[src/rtl/axis_byte_bridge.sv]
// axis_byte_bridge: byte-wide host link <-> processor AXI-Stream ports.
//   Packer  : host bytes (MSB-first) -> INP_WIDTH-bit words on m_axis.
//   Unpacker: OUT_WIDTH-bit words from s_axis -> host bytes (MSB-first).
// Packer and unpacker are fully independent and may run concurrently.
// Optional feature macro: AXIS_BYTE_BRIDGE_TLAST_EN
//   adds s_byte_tlast (early tlast aborts the partial word and sets the
//   sticky frame_err), m_byte_tlast (final byte of each output word).
module axis_byte_bridge #(
  parameter int INP_WIDTH = 16,
  parameter int OUT_WIDTH = 8
) (
  input  logic                 clk,
  input  logic                 arst,
  input  logic [7:0]           s_byte_tdata,
  input  logic                 s_byte_tvalid,
  output logic                 s_byte_tready,
  output logic [INP_WIDTH-1:0] m_axis_tdata,
  output logic                 m_axis_tvalid,
  input  logic                 m_axis_tready,
  input  logic [OUT_WIDTH-1:0] s_axis_tdata,
  input  logic                 s_axis_tvalid,
  output logic                 s_axis_tready,
  output logic [7:0]           m_byte_tdata,
  output logic                 m_byte_tvalid,
  input  logic                 m_byte_tready
`ifdef AXIS_BYTE_BRIDGE_TLAST_EN
  ,
  input  logic                 s_byte_tlast,
  output logic                 m_byte_tlast,
  output logic                 frame_err
`endif
);

  localparam int INP_BYTES = INP_WIDTH / 8;
  localparam int OUT_BYTES = OUT_WIDTH / 8;
  localparam int PCW       = (INP_BYTES > 1) ? $clog2(INP_BYTES) : 1;
  localparam int UCW       = $clog2(OUT_BYTES + 1);

  localparam logic [PCW-1:0] PCNT_LAST = PCW'(INP_BYTES - 1);
  localparam logic [PCW-1:0] PCNT_ONE  = PCW'(1);
  localparam logic [UCW-1:0] UCNT_FULL = UCW'(OUT_BYTES);
  localparam logic [UCW-1:0] UCNT_ONE  = UCW'(1);

  // ---------------------------------------------------------------- packer
  // asm_r is kept full word width so INP_BYTES=1 needs no special casing:
  // shifting by 8 leaves only earlier bytes below the incoming one, and the
  // top byte is always shifted out before it could reach oreg.
  logic [INP_WIDTH-1:0] asm_r;
  logic [PCW-1:0]       pcnt_r;
  logic [INP_WIDTH-1:0] oreg_r;
  logic                 ovalid_r;
  logic [INP_WIDTH-1:0] byte_ext_s;
  logic [INP_WIDTH-1:0] word_next_s;
  logic                 pcnt_last_s;
  logic                 byte_fire_s;
  logic                 tlast_abort_s;

  assign pcnt_last_s   = (pcnt_r == PCNT_LAST);
  // The final byte of a word stalls only while oreg is full and not draining.
  assign s_byte_tready = !(pcnt_last_s && ovalid_r && !m_axis_tready);
  assign byte_fire_s   = s_byte_tvalid && s_byte_tready;
  assign m_axis_tdata  = oreg_r;
  assign m_axis_tvalid = ovalid_r;

`ifdef AXIS_BYTE_BRIDGE_TLAST_EN
  assign tlast_abort_s = byte_fire_s && s_byte_tlast && !pcnt_last_s;
`else
  assign tlast_abort_s = 1'b0;
`endif

  // Next assembly value: previous bytes shifted up, new byte at the LSB.
  always_comb begin
    byte_ext_s      = '0;
    byte_ext_s[7:0] = s_byte_tdata;
    word_next_s     = (asm_r << 4'd8) | byte_ext_s;
  end

  // Byte counter and assembly shift register.
  always_ff @(posedge clk or posedge arst) begin
    if (arst) begin
      pcnt_r <= '0;
      asm_r  <= '0;
    end else if (byte_fire_s) begin
      if (pcnt_last_s || tlast_abort_s) begin
        pcnt_r <= '0;
      end else begin
        pcnt_r <= pcnt_r + PCNT_ONE;
        asm_r  <= word_next_s;
      end
    end else begin
      pcnt_r <= pcnt_r;
    end
  end

  // Output word register: a reload on the final byte wins over a drain.
  always_ff @(posedge clk or posedge arst) begin
    if (arst) begin
      oreg_r   <= '0;
      ovalid_r <= 1'b0;
    end else if (byte_fire_s && pcnt_last_s) begin
      oreg_r   <= word_next_s;
      ovalid_r <= 1'b1;
    end else if (ovalid_r && m_axis_tready) begin
      ovalid_r <= 1'b0;
    end else begin
      ovalid_r <= ovalid_r;
    end
  end

`ifdef AXIS_BYTE_BRIDGE_TLAST_EN
  logic frame_err_r;
  assign frame_err = frame_err_r;

  // Sticky framing error: tlast arrived before a word was complete.
  always_ff @(posedge clk or posedge arst) begin
    if (arst) begin
      frame_err_r <= 1'b0;
    end else if (tlast_abort_s) begin
      frame_err_r <= 1'b1;
    end else begin
      frame_err_r <= frame_err_r;
    end
  end
`endif

  // -------------------------------------------------------------- unpacker
  logic [OUT_WIDTH-1:0] ureg_r;
  logic [UCW-1:0]       ucnt_r;
  logic                 word_fire_s;
  logic                 out_fire_s;

  assign m_byte_tdata  = ureg_r[OUT_WIDTH-1 -: 8];
  assign m_byte_tvalid = (ucnt_r != '0);
  // Accept a new word when empty, or when the last byte leaves this cycle.
  assign s_axis_tready = (ucnt_r == '0) || ((ucnt_r == UCNT_ONE) && m_byte_tready);
  assign word_fire_s   = s_axis_tvalid && s_axis_tready;
  assign out_fire_s    = m_byte_tvalid && m_byte_tready;

`ifdef AXIS_BYTE_BRIDGE_TLAST_EN
  assign m_byte_tlast  = (ucnt_r == UCNT_ONE);
`endif

  // Serializer: a word load wins over the last-byte shift, so no bubble.
  always_ff @(posedge clk or posedge arst) begin
    if (arst) begin
      ureg_r <= '0;
      ucnt_r <= '0;
    end else if (word_fire_s) begin
      ureg_r <= s_axis_tdata;
      ucnt_r <= UCNT_FULL;
    end else if (out_fire_s) begin
      if (ucnt_r > UCNT_ONE) begin
        ureg_r <= ureg_r << 4'd8;
      end else begin
        ureg_r <= ureg_r;
      end
      ucnt_r <= ucnt_r - UCNT_ONE;
    end else begin
      ucnt_r <= ucnt_r;
    end
  end

endmodule

[config.mk]
export PLATFORM = sky130hd
export DESIGN_NAME = axis_byte_bridge
export DESIGN_NICKNAME = d
export VERILOG_FILES = /design/src/rtl/axis_byte_bridge.sv
export SDC_FILE = /design/constraint.sdc
export NUM_CORES = 1
export LEC_CHECK = 0
export CORE_MARGIN = 2
export CORE_UTILIZATION = 43
export DETAILED_ROUTE_END_ITERATION = 7
export PLACE_DENSITY = 0.81
export SYNTH_ARGS = -nofsm -noshare
export SYNTH_HDL_FRONTEND = slang
export SYNTH_SLANG_ARGS = --single-unit
[constraint.sdc]
create_clock -name clk -period 1.7 [get_ports clk]
set_clock_uncertainty 0.05 [all_clocks]
set_input_delay 0.34 -clock clk [delete_from_list [all_inputs] [get_ports clk]]
set_output_delay 0.34 -clock clk [all_outputs]
set_load 0.02 [all_outputs]
=== Yosys cells after proc, flatten, opt, wreduce, memory -nomap -nowiden ===
Index checks and enable logic that the tools add are counted.

* Flip-flop bits (word level): 35
* Bits in latches: 0
* RAM bits: 0
* ROM bits: 0
* Bits of input ports: 22
* Output and inout port bits: 28
* Logic and storage cells: 35
* Memories kept: 0

* Add/sub/neg operators: 2
* Multipliers: 0
* Div/mod/pow operators: 0
* $lt $le $gt $ge: 1
* Equal/unequal tests: 0
* Shift operators: 0
* Multiplexer cells: 8
* Bitwise gates (word level): 3
* Reduce and logical (&&, ||, !) cells: 15

{| class="wikitable"
|+ Operators with widths
! operator !! number
|-
| 2-to-1 mux 8 bit || 3
|-
| OR 16 x 8 -> 16 bit || 1
|-
| logical AND 1 bit || 7
|-
| nonzero test 2 bit || 3
|-
| 2-to-1 mux 1 bit || 5
|-
| AND reduction 2 bit || 2
|-
| zero test 1 bit || 2
|-
| NOT 1 bit || 2
|-
| adder 1 bit (second input constant) || 1
|-
| > comparator 1 bit (second input constant) || 1
|-
| logical OR 1 bit || 1
|-
| subtractor 1 bit (second input constant) || 1
|}

=== Depth between registers and ports, before layout ===
* Depth after elaboration: 6
* Mapped depth: 4
* Depth with buffers taken out: 3

=== Worst setup path after synthesis ===
OpenSTA, ideal clock, no wires.

* Kind: register -> register
* Start point: register ovalid_r, in the netlist m_axis_tvalid
* End point: register oreg_r[0], in the netlist m_axis_tdata[0]
* Setup time: 0.125 ns
* Arrival: 1.212 ns
* Slack: 0.313 ns
* Cell stages (with the launch flop): 5
* Path buffers: 1
* Period minus slack after synthesis: 1.387 ns
* Cells stage by stage: dfrtp_1 -> nor2b_4 -> nor2_8 -> buf_12 -> mux2_4

* Longest elaborated chain between the ends: 5

{| class="wikitable"
|+ Ends and longest elaborated chain
! item !! line !! source
|-
| from (decl) || 51 || <nowiki>logic ovalid_r;</nowiki>
|-
| from (signal assigned) || 106 || <nowiki>ovalid_r <= ovalid_r;</nowiki>
|-
| logical AND 1 bit (2 in a row) || 60 || <nowiki>assign s_byte_tready = !(pcnt_last_s && ovalid_r && !m_axis_tready);</nowiki>
|-
| zero test 1 bit || 60 ||
|-
| logical AND 1 bit || 61 || <nowiki>assign byte_fire_s = s_byte_tvalid && s_byte_tready;</nowiki>
|-
| logical AND 1 bit || 100 || <nowiki>end else if (byte_fire_s && pcnt_last_s) begin</nowiki>
|-
| to (signal assigned) || 101 || <nowiki>oreg_r <= word_next_s;</nowiki>
|-
| to (decl) || 50 || <nowiki>logic [INP_WIDTH-1:0] oreg_r;</nowiki>
|}

Every way passes these cells.
A chain may end at the register's enable or synchronous reset.

=== Worst setup path in the final report ===
* Start point: input m_axis_tready
* End point: output s_byte_tready

* Longest elaborated chain between the ends: 3

{| class="wikitable"
|+ Ends and longest elaborated chain
! item !! line !! source
|-
| from (decl) || 19 || <nowiki>input logic m_axis_tready,</nowiki>
|-
| zero test 1 bit || 60 ||
|-
| logical AND 1 bit || 60 ||
|-
| zero test 1 bit || 60 ||
|-
| to (decl) || 16 || <nowiki>output logic s_byte_tready,</nowiki>
|}

Every way passes these cells.

==> impl_metrics.toml <==
[placed_design]
gp_congestion = 0.739
port_buffers = 49
place_hpwl_mm = 1.96

[cts]
post_cts_buffers = 0
cts_sinks = 35
cts_made_buffers = 5
clock_latency_ns = 0.32
cts_tree = "done"
path_clk_slew_ns = 0.10
clk_path_buf_depth = 2
htree_num_levels = 2
cts_root_buffer = "clkbuf_4"

[floorplanning]
fp-row-count = 20
chipHeight_um = 60.7
initial_core_util = 0.452
coreArea_um2 = 3050
die_x_um = 60.7
design.die.area_um2 = 3680
io_pins = 50

[routing]
dr_total_vias = 866
dr.pass1.iters = 4
dr_wl_met3_um = 117
wl_per_cell_um = 13.7
route.final.wire_length_mm = 2.54
met2WireLength_mm = 1.37
remaining_drc_errors = 0
drt-met1-wl_mm = 1.02
vias_per_cell = 4.66
antenna_left = 0
highest_layer = "met4"
drt-initial-drc-count = 17

[global_route]
grt_antenna_before_repair = 0
grt_use_total = 0.160
grt_pass1_vias = 877
grt_max_degree = 36
grt-ovfl-total = 0
grt_pass1_wl_mm = 4.18

[worst_setup_path]
critical_path_arrival_ns = 1.28
r2r_setup_slack_ns = 0.25
r2r_end = "m_axis_tdata[14]"
r2r_start = "m_axis_tvalid"
cp_max_fo = 2
worstSetupPathType = "in -> out"
r2r.worst_path.cells = 5
endpoint_kind = "output pin"
required_ns = 1.31
start_kind = "input port"

[status]
status = "finished clean"

[synthesis]
synth-simple-area-share = 0.0598
synth_top_family_by_area = "multiplexers"
syn_avg_cell_area_um2 = 17.1
yosys.area_share.xor_xnor = 0
yosysUniqueCellTypes = 14
synth-seq-cells = 35
synth_warnings = 0
synthMuxAreaShare = 0.285
syn-instance-count = 81
netlist_area_um2 = 1380
synth-compound-area-share = 0
yosys.area_share.adder = 0
syn-num-nets = 103
yosysSeqAreaShare = 0.634

[layout]
final_common_cell = "dfrtp_1"
fillers = 221
antenna_cells = 0
final_cell_mix = "35 x dfrtp_1, 23 x dlymetal6s2s_1, 21 x mux2_2, 21 x clkdlybuf4s50_1, 9 x mux2_4"
syn_to_final_growth_pct = 53.1
layout-drive-gt1-share = 0.331
final_nets = 164

[run]
cap_viol_max_count = 0

[sta]
period_needed_ns = 1.67
slew_headroom = 0.829
tns_ns = 0
fmax_mhz = 598
worstMarginPinSlew_ns = 0.256
hold_violations = 0
slew_violations = 0
grt_setup_unrepaired = "false"
setup_viol = 0
fin_crit_sh = 0.984

[power_and_ir_drop]
vdd_drop_max_v = 0.000784
p_total_mw = 2.87
power_density_nw_per_um2 = 1360
p_leak_nw = 1.10

[min_path]
hp-class = "in -> async"
==> layer usage <==
| metal | GRT usage | vias to the layer above |
|---|---|---|
| met3 | 0.0597 | 6 |
| li1 | - | 396 |
| met2 | 0.257 | 23 |
| met5 | 0 | - |
| met1 | 0.199 | 441 |
| met4 | 0.0559 | 0 |
==> stage by stage <==
stage                util  hold slack (ns)  instance area (µm²)  setup WS [ns]  std cells
detailed placement  0.652            0.441                 1990         -0.247        179
finish              0.693            0.302                 2110         0.0267        186
global route        0.693            0.318                 2110        0.00128        186
global placement    0.652            0.412                 1990         -0.227        179
floorplan               -            0.398                 1380          0.313         81
CTS                 0.674            0.312                 2060       0.000339        186
==> cell usage after synthesis <==
cell type | instances | area share
nand2b_1 | 3 | 0.014
buf_12 | 1 | 0.014
nand2_1 | 1 | 0.0027
mux2_1 | 2 | 0.016
inv_1 | 1 | 0.0027
mux2_4 | 9 | 0.098
mux2_2 | 21 | 0.17
nor2_1 | 2 | 0.0054
nor2b_4 | 1 | 0.010
nand2_2 | 2 | 0.0091
buf_2 | 1 | 0.0036
nor2b_1 | 1 | 0.0045
nor2_8 | 1 | 0.014
dfrtp_1 | 35 | 0.63
==> final cells by class <==
cell class / count / area (µm²) / area share
sequential: 35 / 876 / 0.414
timing repair buffer: 56 / 632 / 0.299
multi-input combinational: 43 / 477 / 0.225
tap: 44 / 55.1 / 0.0260
clock buffer: 6 / 41.3 / 0.0195
clock inverter: 1 / 30.0 / 0.0142
inverter: 1 / 3.75 / 0.00178
==> worst max path at each step <==
| stage | start | cells after the start | to |
|---|---|---|---|
| final | m_axis_tready | 4 | s_byte_tready |
| after global routing | m_axis_tready | 4 | s_byte_tready |
| after CTS | m_axis_tdata[5] | 1 | m_axis_tdata[5] |
| after detailed placement | m_axis_tready | 4 | s_byte_tready |
| after global placement | m_axis_tready | 4 | s_byte_tready |
| after floorplan | m_axis_tvalid | 4 | m_axis_tdata[0] |
==> flip-flops by register name (all words and copies together) (netlist names) <==
name / cells
m_axis_tvalid: 1
asm_r: 8
m_byte_tdata: 8
pcnt_last_s: 1
m_byte_tvalid: 1
m_axis_tdata: 16
==> timing repair <==
item | CTS | global route
setup endpoints to repair | 5 | 23
resized for setup | 5 | 23
hold buffers | 0 | 0
gates cloned | 0 | 0
==> cells by family (layout without fill, tap and decap cells) <==
family,Yosys count,after routing
buffers and inverters,3,64
DFF,35,35
muxes,32,32
and+or+nand+nor,11,11
==> worst max-delay path, stage by stage <==
cell and delay [ns]:
clkdlybuf4s50_1 0.44, nor2b_4 0.13, nand2_1 0.05, dlygate4sd2_1 0.32
==> report_power, final <==
part | internal [mW] | switching, mW
Sequential | 1.09 | 0.127
Combinational | 0.624 | 0.482
Clock | 0.303 | 0.247
Total | 2.02 | 0.856
Power figures use the tool's default switching activity.
